### src/rtl/decode_stage_pipe.sv
// Instruction-decode stage: register file with write-through, operand forwarding,
// immediate/target generation and a registered ID/EX boundary. Optional load-use
// interlock is enabled by defining HAZARD_DETECT_EN.
module decode_stage_pipe #(
  parameter int DATA_W     = 16,
  parameter int REG_ADDR_W = 3,
  parameter int IMM_W      = 8,
  parameter int LINK_REG   = 7
) (
  input  logic                  clk,
  input  logic                  rst_n,
  input  logic                  in_valid,
  input  logic                  stall,
  input  logic                  flush,
  input  logic [15:0]           instruction,
  input  logic [DATA_W-1:0]     npc,
  input  logic                  src1_zero,
  input  logic                  src2_rt,
  input  logic                  rd_link,
  input  logic                  ext_op,
  input  logic                  ext_place,
  input  logic [1:0]            fwd_a,
  input  logic [1:0]            fwd_b,
  input  logic [DATA_W-1:0]     alu_result,
  input  logic [DATA_W-1:0]     mem_result,
  input  logic [DATA_W-1:0]     wb_result,
  input  logic                  wb_en,
  input  logic [REG_ADDR_W-1:0] wb_rd,
  input  logic                  ex_is_load,
  input  logic [REG_ADDR_W-1:0] ex_rd,
  output logic                  hazard_stall,
  output logic                  out_valid,
  output logic [DATA_W-1:0]     a,
  output logic [DATA_W-1:0]     b,
  output logic [DATA_W-1:0]     imm,
  output logic [DATA_W-1:0]     i_target,
  output logic [DATA_W-1:0]     j_target,
  output logic [DATA_W-1:0]     return_addr,
  output logic [DATA_W-1:0]     pc_out,
  output logic [REG_ADDR_W-1:0] rd,
  output logic                  gt,
  output logic                  lt,
  output logic                  eq
);

  localparam int NUM_REGS = 2 ** REG_ADDR_W;
  localparam logic [REG_ADDR_W-1:0] LINK_IDX = REG_ADDR_W'(LINK_REG);

  logic [DATA_W-1:0]     rf_reg [NUM_REGS];
  logic [REG_ADDR_W-1:0] rd_addr [3];
  logic [DATA_W-1:0]     rd_data [3];

  always_ff @(posedge clk or negedge rst_n) begin
    if (!rst_n) begin
      for (int i = 0; i < NUM_REGS; i++) rf_reg[i] <= '0;
    end else if (wb_en && (wb_rd != '0)) begin
      rf_reg[wb_rd] <= wb_result;
    end
  end

  // Read ports: 0 = RA, 1 = RB, 2 = link register
  assign rd_addr[0] = src1_zero ? '0 : REG_ADDR_W'(instruction[8:6]);
  assign rd_addr[1] = src2_rt ? REG_ADDR_W'(instruction[5:3]) : REG_ADDR_W'(instruction[11:9]);
  assign rd_addr[2] = LINK_IDX;

  generate
    for (genvar gi = 0; gi < 3; gi++) begin : g_read
      assign rd_data[gi] = (rd_addr[gi] == '0)                 ? '0 :
                           (wb_en && (wb_rd == rd_addr[gi]))   ? wb_result :
                                                                 rf_reg[rd_addr[gi]];
    end
  endgenerate

  function automatic logic [DATA_W-1:0] fwd_mux(
    input logic [1:0]        sel,
    input logic [DATA_W-1:0] rf_val,
    input logic [DATA_W-1:0] alu_val,
    input logic [DATA_W-1:0] mem_val,
    input logic [DATA_W-1:0] wb_val
  );
    case (sel)
      2'd1:    return alu_val;
      2'd2:    return mem_val;
      2'd3:    return wb_val;
      default: return rf_val;
    endcase
  endfunction

  logic [DATA_W-1:0]     a_next, b_next, imm_next, i_target_next, j_target_next;
  logic [REG_ADDR_W-1:0] dest_next;
  logic [IMM_W-1:0]      imm_field;
  logic                  hazard;

  assign a_next    = fwd_mux(fwd_a, rd_data[0], alu_result, mem_result, wb_result);
  assign b_next    = fwd_mux(fwd_b, rd_data[1], alu_result, mem_result, wb_result);
  assign imm_field = instruction[IMM_W-1:0];

  always_comb begin
    imm_next = {{(DATA_W-IMM_W){1'b0}}, imm_field};
    if (ext_place)
      imm_next = {imm_field, {(DATA_W-IMM_W){1'b0}}};
    else if (ext_op)
      imm_next = {{(DATA_W-IMM_W){imm_field[IMM_W-1]}}, imm_field};
  end

  assign i_target_next = npc + imm_next;
  assign j_target_next = {npc[DATA_W-1:12], instruction[11:0]};
  assign dest_next     = rd_link ? LINK_IDX : REG_ADDR_W'(instruction[11:9]);

  logic unused_instr_bits;
  assign unused_instr_bits = ^instruction[15:12];

`ifdef HAZARD_DETECT_EN
  assign hazard = in_valid && ex_is_load && (ex_rd != '0) &&
                  ((ex_rd == rd_addr[0]) || (ex_rd == rd_addr[1]));
`else
  logic unused_hazard_inputs;
  assign unused_hazard_inputs = ^{ex_is_load, ex_rd};
  assign hazard = 1'b0;
`endif

  assign hazard_stall = hazard;

  logic                  valid_reg;
  logic [DATA_W-1:0]     a_reg, b_reg, imm_reg, i_target_reg, j_target_reg, ret_reg, pc_reg;
  logic [REG_ADDR_W-1:0] rd_reg;

  // A flushed or bubbled slot only clears valid and rd; data simply holds
  always_ff @(posedge clk or negedge rst_n) begin
    if (!rst_n) begin
      valid_reg    <= 1'b0;
      a_reg        <= '0;
      b_reg        <= '0;
      imm_reg      <= '0;
      i_target_reg <= '0;
      j_target_reg <= '0;
      ret_reg      <= '0;
      pc_reg       <= '0;
      rd_reg       <= '0;
    end else if (flush) begin
      valid_reg <= 1'b0;
      rd_reg    <= '0;
    end else if (stall) begin
      valid_reg <= valid_reg;
    end else if (hazard) begin
      valid_reg <= 1'b0;
      rd_reg    <= '0;
    end else begin
      valid_reg    <= in_valid;
      a_reg        <= a_next;
      b_reg        <= b_next;
      imm_reg      <= imm_next;
      i_target_reg <= i_target_next;
      j_target_reg <= j_target_next;
      ret_reg      <= rd_data[2];
      pc_reg       <= npc;
      rd_reg       <= dest_next;
    end
  end

  assign out_valid   = valid_reg;
  assign a           = a_reg;
  assign b           = b_reg;
  assign imm         = imm_reg;
  assign i_target    = i_target_reg;
  assign j_target    = j_target_reg;
  assign return_addr = ret_reg;
  assign pc_out      = pc_reg;
  assign rd          = rd_reg;

  assign gt = $signed(a_reg) >  $signed(b_reg);
  assign lt = $signed(a_reg) <  $signed(b_reg);
  assign eq = (a_reg == b_reg);

endmodule

### config.mk
export PLATFORM = sky130hd
export DESIGN_NAME = decode_stage_pipe
export DESIGN_NICKNAME = d
export VERILOG_FILES = /design/src/rtl/decode_stage_pipe.sv
export SDC_FILE = /design/constraint.sdc
export NUM_CORES = 1
export LEC_CHECK = 0
export CAP_MARGIN = 0
export CELL_PAD_IN_SITES_DETAIL_PLACEMENT = 0
export CELL_PAD_IN_SITES_GLOBAL_PLACEMENT = 1
export CORE_UTILIZATION = 40
export CTS_CLUSTER_SIZE = 16
export DETAILED_ROUTE_END_ITERATION = 10
export PLACE_DENSITY = 0.86
export REMOVE_ABC_BUFFERS = 1
export SYNTH_ARGS = -nofsm -noshare
export SYNTH_HDL_FRONTEND = slang
export SYNTH_SLANG_ARGS = --single-unit
### constraint.sdc
create_clock -name clk -period 2.6 [get_ports clk]
set_input_delay 0.65 -clock clk [delete_from_list [all_inputs] [get_ports clk]]
set_output_delay 0.65 -clock clk [all_outputs]
set_load 0.005 [all_outputs]
==> results of run 1 <==
## stage by stage
step	setup TNS, ns	setup slack [ns]	hold slack [ns]	total power, mW
final	-1.37	-0.499	0.0311	12.5
after global placement	-13.25	-0.788	0.390	8.42
after CTS	-1.45	-0.539	0.0510	12.5
after global routing	-1.59	-0.561	0.0545	13.1
after detailed placement	-14.73	-0.780	0.388	8.52
after floorplan	-143.38	-2.53	0.354	6.41
## final cells by class
cell class / count / area (um2)
clock buffers: 39 / 813
clock inverters: 10 / 100
fillers: 3031 / 15400
inverters: 49 / 184
multi-input cells: 1049 / 7520
flip-flops and latches: 240 / 6010
well taps: 455 / 569
repair buffers: 449 / 4070
## worst register-to-register path: stages, from the launching register on
cell	delay, ns
dfrtp_1	0.38
inv_1	0.09
o21ai_0	0.09
o21ai_0	0.32
a221oi_1	0.18
o311ai_0	0.47
o211ai_1	0.18
## cell usage after synthesis (6+ instances only)
cell | instances | area share [%]
nor3_1 | 8 | 0.28
buf_2 | 18 | 0.63
ha_1 | 31 | 2.7
nor3b_1 | 7 | 0.37
mux2i_1 | 46 | 3.2
o22a_1 | 9 | 0.56
clkbuf_1 | 103 | 2.7
a31oi_1 | 12 | 0.53
a22oi_1 | 13 | 0.69
buf_1 | 24 | 0.63
mux4_2 | 12 | 1.9
a21boi_0 | 12 | 0.63
buf_4 | 8 | 0.42
o22ai_1 | 32 | 1.4
a211oi_1 | 42 | 2.2
nand2b_1 | 6 | 0.26
xnor2_1 | 7 | 0.43
nand4_1 | 13 | 0.57
o221ai_1 | 27 | 1.7
nor2b_1 | 16 | 0.70
dfrtp_1 | 240 | 42
inv_1 | 49 | 1.3
a21oi_1 | 53 | 1.9
o211ai_1 | 33 | 1.7
nand2_1 | 238 | 6.3
mux2_2 | 124 | 9.8
a21o_1 | 16 | 0.85
o21a_1 | 14 | 0.74
nor2_1 | 68 | 1.8
nand3_1 | 11 | 0.39
o21ai_0 | 96 | 3.4
a221oi_1 | 26 | 1.6
## path summary, 6_finish.rpt
kind,endpoint
max in group asynchronous,return_addr[11]$_DFFE_PN0P_
hold reg to reg,rf_reg[121]$_DFFE_PN0P_
setup / recovery,gt
min in group clk,rf_reg[121]$_DFFE_PN0P_
setup reg to reg,b[10]$_DFFE_PN0P_
hold / removal,return_addr[1]$_DFFE_PN0P_
## logic make-up after synthesis
kind of cell / synth area share, %
multiplexers: 15.6
buffers and inverters: 5.93
flip-flops: 42.3
adder cells (fa/ha/maj): 2.87
other: 0.0264
AO/OA/AOI/OAI: 20.3
XOR/XNOR: 0.934
AND/OR/NAND/NOR: 12.1
## power by group
group	internal [mW]	switching [mW]	leakage (nW)
sequential	4.39	0.491	2.94
clock	2.36	1.60	0.459
combinational	1.98	1.71	5.17
## per-layer routing
layer | vias to the layer above | wire (um) | GRT usage, %
li1 | 6076 | - | -
met1 | 6528 | 20700 | 37.6
met2 | 828 | 23300 | 44.0
met3 | 140 | 6100 | 8.04
met4 | 8 | 1710 | 9.91
met5 | - | 54 | 0
## timing repair
item	in CTS	in global routing
pin swaps	9	11
gates resized for setup	25	19
setup endpoints to repair	9	9
buffers inserted	4	5
==> impl_metrics.ini, run 1 <==
[outcome]
status = complete, but fails checks
violations = setup timing

[timing]
rsz0062_at_grt = yes
drv_slew = 0
fin_crit_ns = 3.10
timing.fmax_mhz = 323
setup_viol = 3
worstMarginPinSlew_ns = 0.747
worst_slack_ns = -0.499
slew_headroom_pct = 50.1
period_share_pct = 119
hold_viol = 0
finalClockSkew_ns = 0.00731

[route]
routedWlPerCell_um = 22.6
firstDrtPassIters = 6
routed_wl_um = 51900
drc = 0
drtAntennaViolNets = 0
drt-vias-per-instance = 5.93
drt_iter0_markers = 1326
vias = 13600

[die]
core_mm2 = 0.0347
dieArea_mm2 = 0.0363
rows = 68
die_y_um = 190
die_w_um = 190
pin_count = 222
start_util_pct = 40.9

[final_layout]
fin_area_mm2 = 0.0193
area_delta_synth_final_pct = 35.7
nets = 1951
final_cells = 2291
final_common_cell = dfrtp_1
layout_common_cells = dfrtp_1 (240), nand2_1 (236), buf_4 (219)
drive_above_1_share_pct = 25.6
largest_reg_flops = 128
antenna_cells = 0
utilization_pct = 55.5

[critical_path]
reg2reg_slack_ns = 0.76
worst_setup_path_end_kind = primary output
startpoint = a[7]$_DFFE_PN0P_
path_cells = ha_2, or3_4, a221oi_2, o21ai_1, a31oi_1, mux2i_1, nor2_1, buf_2
critPathKind = flop to primary output
r2r_start = rf_reg[90]$_DFFE_PN0P_
critical_path_cell_count = 8
cp_top_family = simple AND/OR/NAND/NOR gates
critical_path_peak_fanout = 2
critPathBufInv = 1
worstPathArrival_ns = 2.45
slowest_delay_ns = 0.41
startpoint_type = flop
reg2regPathDepth = 6
cp_slowest_cell = dfrtp_1
required_ns = 1.95

[placement]
portBuffers = 212
dpl.cell_count = 2234
hpwl_um = 37000
gp_congestion = 0.999
place_area_mm2 = 0.0182

[power_and_ir_drop]
power_density_mw_per_mm2 = 651
max-vdd-ir-drop_mv = 0.525
p_leak_nw = 8.58

[clocking]
cts_tree = built
cts.reportedPaths.clkPinSlew_ns = 0.06
clock-sinks = 240
cts_hold_buffers = 0
htree_num_levels = 1
clock-root-buffer = clkbuf_16
ctsLongestPathBuffers = 3
clkLatencyLatePin_ns = 0.55
cts_buffers = 28

[grt]
grt_pass1_vias = 13400
grt_max_degree = 74
grt-ovfl-total = 0
grt.total_usage_pct = 28.3
grt_first_pass_wirelength_um = 79100
antenna_found_initial = 4

[hold_path]
hold_path_class = primary input to async pin

[yosys]
synth_seq_cells = 240
synthDistinctLibCells = 70
yosysSeqAreaShare_pct = 42.3
netlist_area_mm2 = 0.0142
synth-edff-count = 0
yosys_warnings = 0
async_flop_share_pct = 100
syn_inst = 1493
synth_flop_cell = dfrtp_1
syn_avg_cell_area_um2 = 9.51

[run]
cap_violations = 0
Note: power is estimated with default switching activity, not from simulation.
==> inputs of run 2 (changes only) <==
--- a/config.mk
+++ b/config.mk
@@ -8,6 +8,7 @@
 export CAP_MARGIN = 0
 export CELL_PAD_IN_SITES_DETAIL_PLACEMENT = 0
 export CELL_PAD_IN_SITES_GLOBAL_PLACEMENT = 1
+export CORE_MARGIN = 10
 export CORE_UTILIZATION = 40
 export CTS_CLUSTER_SIZE = 16
 export DETAILED_ROUTE_END_ITERATION = 10
==> impl_metrics.ini, run 2 (synthesis gave the netlist of run 1 again) <==
[critical_path]
worstPathArrival_ns = 2.46
required_ns = 1.95
critPathKind = flop to primary output
startpoint_type = flop
worst_setup_path_end_kind = primary output
critical_path_peak_fanout = 2

[final_layout]
regArea_mm2 = 0.00601
drive_above_1_share_pct = 25.3
final_cells = 2282
nets = 1939
fin_area_mm2 = 0.0193
fillers = 3010
final_common_cell = dfrtp_1
area_delta_synth_final_pct = 36.1
multi_input_area_mm2 = 0.00753
layout_common_cells = dfrtp_1 (240), nand2_1 (238), buf_4 (202)
largest_reg_flops = 128

[die]
dieArea_mm2 = 0.0434
pin_count = 222
start_util_pct = 40.8
rows = 68
core_mm2 = 0.0348
die_w_um = 208
die_y_um = 208

[clocking]
cts.reportedPaths.clkPinSlew_ns = 0.06
cts_hold_buffers = 0
clkLatencyLatePin_ns = 0.55
clock-sinks = 240
clock-root-buffer = clkbuf_16
cts_buffers = 28
cts_tree = built
htree_num_levels = 1
ctsLongestPathBuffers = 3

[timing]
hold_viol = 0
rsz0062_at_grt = yes
setup_viol = 3
drv_slew = 0
worst_slack_ns = -0.513
slew_headroom_pct = 61.6
fin_crit_ns = 3.11
period_share_pct = 120
worstMarginPinSlew_ns = 0.572
holdWs_ns = 0.0116
finalClockSkew_ns = 0.0131
timing.fmax_mhz = 321

[outcome]
status = complete, but fails checks
violations = setup timing

[route]
vias = 13400
drt_iter0_markers = 1541
drc = 0
drtAntennaViolNets = 0
routed_wl_um = 53000
routedWlPerCell_um = 23.2
firstDrtPassIters = 6
drt-vias-per-instance = 5.89

[run]
cap_violations = 0

[power_and_ir_drop]
seqPwrFrac_pct = 37.8
max-vdd-ir-drop_mv = 0.516
clockPowerShare_pct = 33.1
power_density_mw_per_mm2 = 668
switching_share_pct = 29.9
switchingPower_mw = 3.87
p_leak_nw = 8.59
power.internal_mw = 9.04
pwr-share-comb_pct = 29.2

[placement]
gp_congestion = 0.943
place_area_mm2 = 0.0181
hpwl_um = 38100
dpl.cell_count = 2222
portBuffers = 212

[grt]
grt_use_met3_pct = 7.94
grt_pass1_vias = 14000
grt_max_degree = 74
busiest_layer = met2
grt-ovfl-total = 0
grt_use_met1_pct = 29.2
antenna_found_initial = 2
grt.total_usage_pct = 23.4
use_met2_pct = 37.1
grt_first_pass_wirelength_um = 82100

[hold_path]
hold_path_class = primary input to async pin
[run 2: power groups by stage]
stage,Combinational (mW),Clock [mW],Sequential [mW]
2_1_floorplan,1.58,0,4.83
3_3_place_gp,3.59,0,4.88
3_5_place_dp,3.66,0,4.91
4_1_cts,3.70,4.33,4.86
5_1_grt,4.11,4.48,4.96
6_report,3.76,4.27,4.88
[run 2: final timing paths]
check,from,endpoint,slack [ns],cells past startpoint
worst max-delay path,b[7]$_DFFE_PN0P_,gt,-0.51,9
worst min-delay path,rst_n,rf_reg[17]$_DFFE_PN0P_,0.01,1
worst max register to register,rf_reg[95]$_DFFE_PN0P_,b[15]$_DFFE_PN0P_,0.83,6
worst min register to register,rf_reg[114]$_DFFE_PN0P_,rf_reg[114]$_DFFE_PN0P_,0.40,0
max in group asynchronous,rst_n,imm[4]$_DFFE_PN0P_,1.82,2
min in group clk,rf_reg[114]$_DFFE_PN0P_,rf_reg[114]$_DFFE_PN0P_,0.40,0
[run 2: final cells by class]
cell class	count	area share, %
well taps	455	2.94
flip-flops and latches	240	31.1
diodes	1	0.0129
clock buffers	39	4.36
clock inverters	12	0.841
repair buffers	437	20.9
multi-input cells	1049	39.0
inverters	49	0.951
[run 2: through the flow]
step | TNS [ns] | power [mW] | utilization [%] | worst slack, ns
2_1_floorplan | -143.38 | 6.41 | - | -2.53
5_1_grt | -1.44 | 13.5 | 55.6 | -0.662
3_5_place_dp | -11.91 | 8.57 | 52.1 | -0.792
6_report | -1.08 | 12.9 | 55.6 | -0.513
4_1_cts | -1.51 | 12.9 | 55.2 | -0.540
3_3_place_gp | -10.50 | 8.46 | 52.1 | -0.754
[run 2: repair_timing]
item	in CTS	in global routing
endpoints found under the setup margin	9	6
buffers inserted	3	5
gates cloned	0	0
gates resized for setup	33	18
pin swaps	11	10
[run 2: critical path, cell delays in order, from the launching register on]
cell and delay [ns]:
dfrtp_1 0.36, inv_2 0.07, ha_4 0.16, or3_4 0.37, a221oi_2 0.16, o21ai_1 0.10, a31oi_1 0.17, mux2i_1 0.31
nor2_1 0.08, buf_2 0.13
[run 2: routing by layer]
metal	share of wire [%]	vias to the layer above	routed length, um
li1	-	6058	-
met1	41	6539	21600
met2	45	720	23900
met3	11	125	5720
met4	3.4	4	1780
met5	0.043	-	23
==> inputs of run 3 (changes only) <==
--- a/config.mk
+++ b/config.mk
@@ -9,10 +9,10 @@
 export CELL_PAD_IN_SITES_DETAIL_PLACEMENT = 0
 export CELL_PAD_IN_SITES_GLOBAL_PLACEMENT = 1
 export CORE_MARGIN = 10
-export CORE_UTILIZATION = 40
+export CORE_UTILIZATION = 35
 export CTS_CLUSTER_SIZE = 16
 export DETAILED_ROUTE_END_ITERATION = 10
-export PLACE_DENSITY = 0.86
+export PLACE_DENSITY = 0.77
 export REMOVE_ABC_BUFFERS = 1
 export SYNTH_ARGS = -nofsm -noshare
 export SYNTH_HDL_FRONTEND = slang
==> impl_metrics.ini, run 3 (synthesis gave the netlist of run 1 again) <==
[outcome]
status = complete, but fails checks
violations = hold timing, setup timing

[clocking]
clkLatencyLatePin_ns = 0.57
ctsLongestPathBuffers = 3
htree_num_levels = 1
clock-sinks = 240
cts_buffers = 29
clock-root-buffer = clkbuf_16
cts.reportedPaths.clkPinSlew_ns = 0.06
cts_tree = built

[critical_path]
worstPathArrival_ns = 2.59
r2r_start = b[3]$_DFFE_PN0P_
critPathKind = flop to primary output
reg2regPathDepth = 23
startpoint_type = flop
required_ns = 1.95
critical_path_peak_fanout = 2
slowest_delay_ns = 0.40
cp_slowest_cell = dfrtp_1
startpoint = b[3]$_DFFE_PN0P_
reg2reg_slack_ns = -0.38
worst_setup_path_end_kind = primary output
path_cells = inv_2, buf_12, ha_4, a21o_1, a221oi_2, o21ai_1, a31oi_1, mux2i_1, nor2_1, buf_2
r2r_end = b[3]$_DFFE_PN0P_

[placement]
dp_slack_ns = -0.996
gp_congestion = 0.913
portBuffers = 212
dpl.cell_count = 2310
hpwl_um = 40000

[route]
drtAntennaViolNets = 0
drt_iter0_markers = 1484
routed_wl_um = 56300
drc = 0
firstDrtPassIters = 6
routedWlPerCell_um = 23.5
vias = 13600
drt-vias-per-instance = 5.69

[grt]
grt_first_pass_wirelength_um = 85700
grt.total_usage_pct = 21.9
grt_use_met3_pct = 6.66
grt_use_met1_pct = 28.4
grt_pass1_vias = 13900
grt-ovfl-total = 0
busiest_layer = met2
grt_max_degree = 61
use_met2_pct = 34.9
antenna_found_initial = 8

[timing]
fin_crit_ns = 3.24
period_share_pct = 125
worst_slack_ns = -0.639
drv_slew = 0
worstMarginPinSlew_ns = 0.726
slew_headroom_pct = 51.0
timing.fmax_mhz = 309
setup_viol = 4
hold_viol = 2
finalClockSkew_ns = 0.0288
rsz0062_at_grt = yes
tns_ns = -1.79
holdWs_ns = -0.00272

[final_layout]
final_common_cell = dfrtp_1
area_delta_synth_final_pct = 39.8
drive_above_1_share_pct = 27.2
layout_common_cells = dfrtp_1 (240), nand2_1 (238), buf_4 (228)
nets = 1979
fillers = 3655
utilization_pct = 49.8
final_cells = 2396
largest_reg_flops = 128

[die]
dieArea_mm2 = 0.0490
die_w_um = 221
die_y_um = 221
pin_count = 222
start_util_pct = 35.6
core_mm2 = 0.0399
rows = 73

[power_and_ir_drop]
max-vdd-ir-drop_mv = 0.491
power_density_mw_per_mm2 = 664
p_leak_nw = 8.81

[run]
cap_violations = 0

[hold_path]
hold_path_class = primary input to async pin
## run 3: cell count changes in the layout (fill, tap and decap cells not counted), moves of 2 or more
cell and change:
ha_4 +2, buf_6 +10, clkbuf_1 +3, ha_1 -3
diode_2 +3, a31oi_4 -2, buf_12 +2, dlygate4sd2_1 -2
buf_4 +26, nand3_1 -2, clkinv_2 -2
## run 3: critical path, delay by kind of cell (launching register included)
| kind | cells | cell delay (ns) |
|---|---|---|
| flops | 1 | 0.40 |
| compound gates | 4 | 0.70 |
| simple gates | 1 | 0.07 |
| buf+inv | 3 | 0.35 |
| mux | 1 | 0.30 |
| fa+ha+maj | 1 | 0.19 |
## run 3: cell type report
| type | instances | area, um2 | area share, % |
|---|---|---|---|
| sequential | 240 | 6010 | 30.2 |
| clock inverter | 11 | 163 | 0.819 |
| clock buffer | 42 | 855 | 4.30 |
| timing repair buffer | 476 | 4400 | 22.2 |
| inverter | 49 | 184 | 0.926 |
| antenna | 4 | 10.0 | 0.0504 |
| tap | 525 | 657 | 3.31 |
| multi-input combinational | 1049 | 7590 | 38.2 |
## run 3: how the worst max path moves through the flow
| stage | to | cells past startpoint |
|---|---|---|
| after floorplan | b[8]$_DFFE_PN0P_ | 5 |
| after global placement | i_target[10]$_DFFE_PN0P_ | 10 |
| after detailed placement | i_target[10]$_DFFE_PN0P_ | 9 |
| after global routing | gt | 10 |
| final | gt | 10 |
| after CTS | gt | 8 |
## run 3: repair_timing
item / CTS / global route
hold buffers: 0 / 0
setup endpoints to repair: 11 / 10
buffers inserted: 26 / 6
resized for setup: 45 / 29
pin swaps: 14 / 16
gates cloned: 0 / 0
## run 3: power by group
part	leakage [nW]	switching, mW	internal, mW	total, mW
logic	5.36	1.81	2.14	3.95
registers	2.94	0.493	4.39	4.88
clock network	0.506	1.70	2.66	4.36
total	8.81	3.99	9.20	13.2
## run 3: per-stage QoR
step / hold WS, ns / area (um2) / total power [mW]
after floorplan: 0.354 / 13500 / 6.41
after global placement: 0.383 / 18400 / 8.54
after detailed placement: 0.392 / 18400 / 8.62
after CTS: 0.00506 / 19700 / 13.1
after global routing: 0.0184 / 19900 / 13.8
final: -0.00272 / 19900 / 13.2
## run 3: metal layers
metal	wire length [um]	share of wire [%]	vias to the layer above
li1	-	-	6132
met1	23800	42	6672
met2	25400	45	690
met3	5650	10	118
met4	1370	2.4	10
met5	63	0.11	-
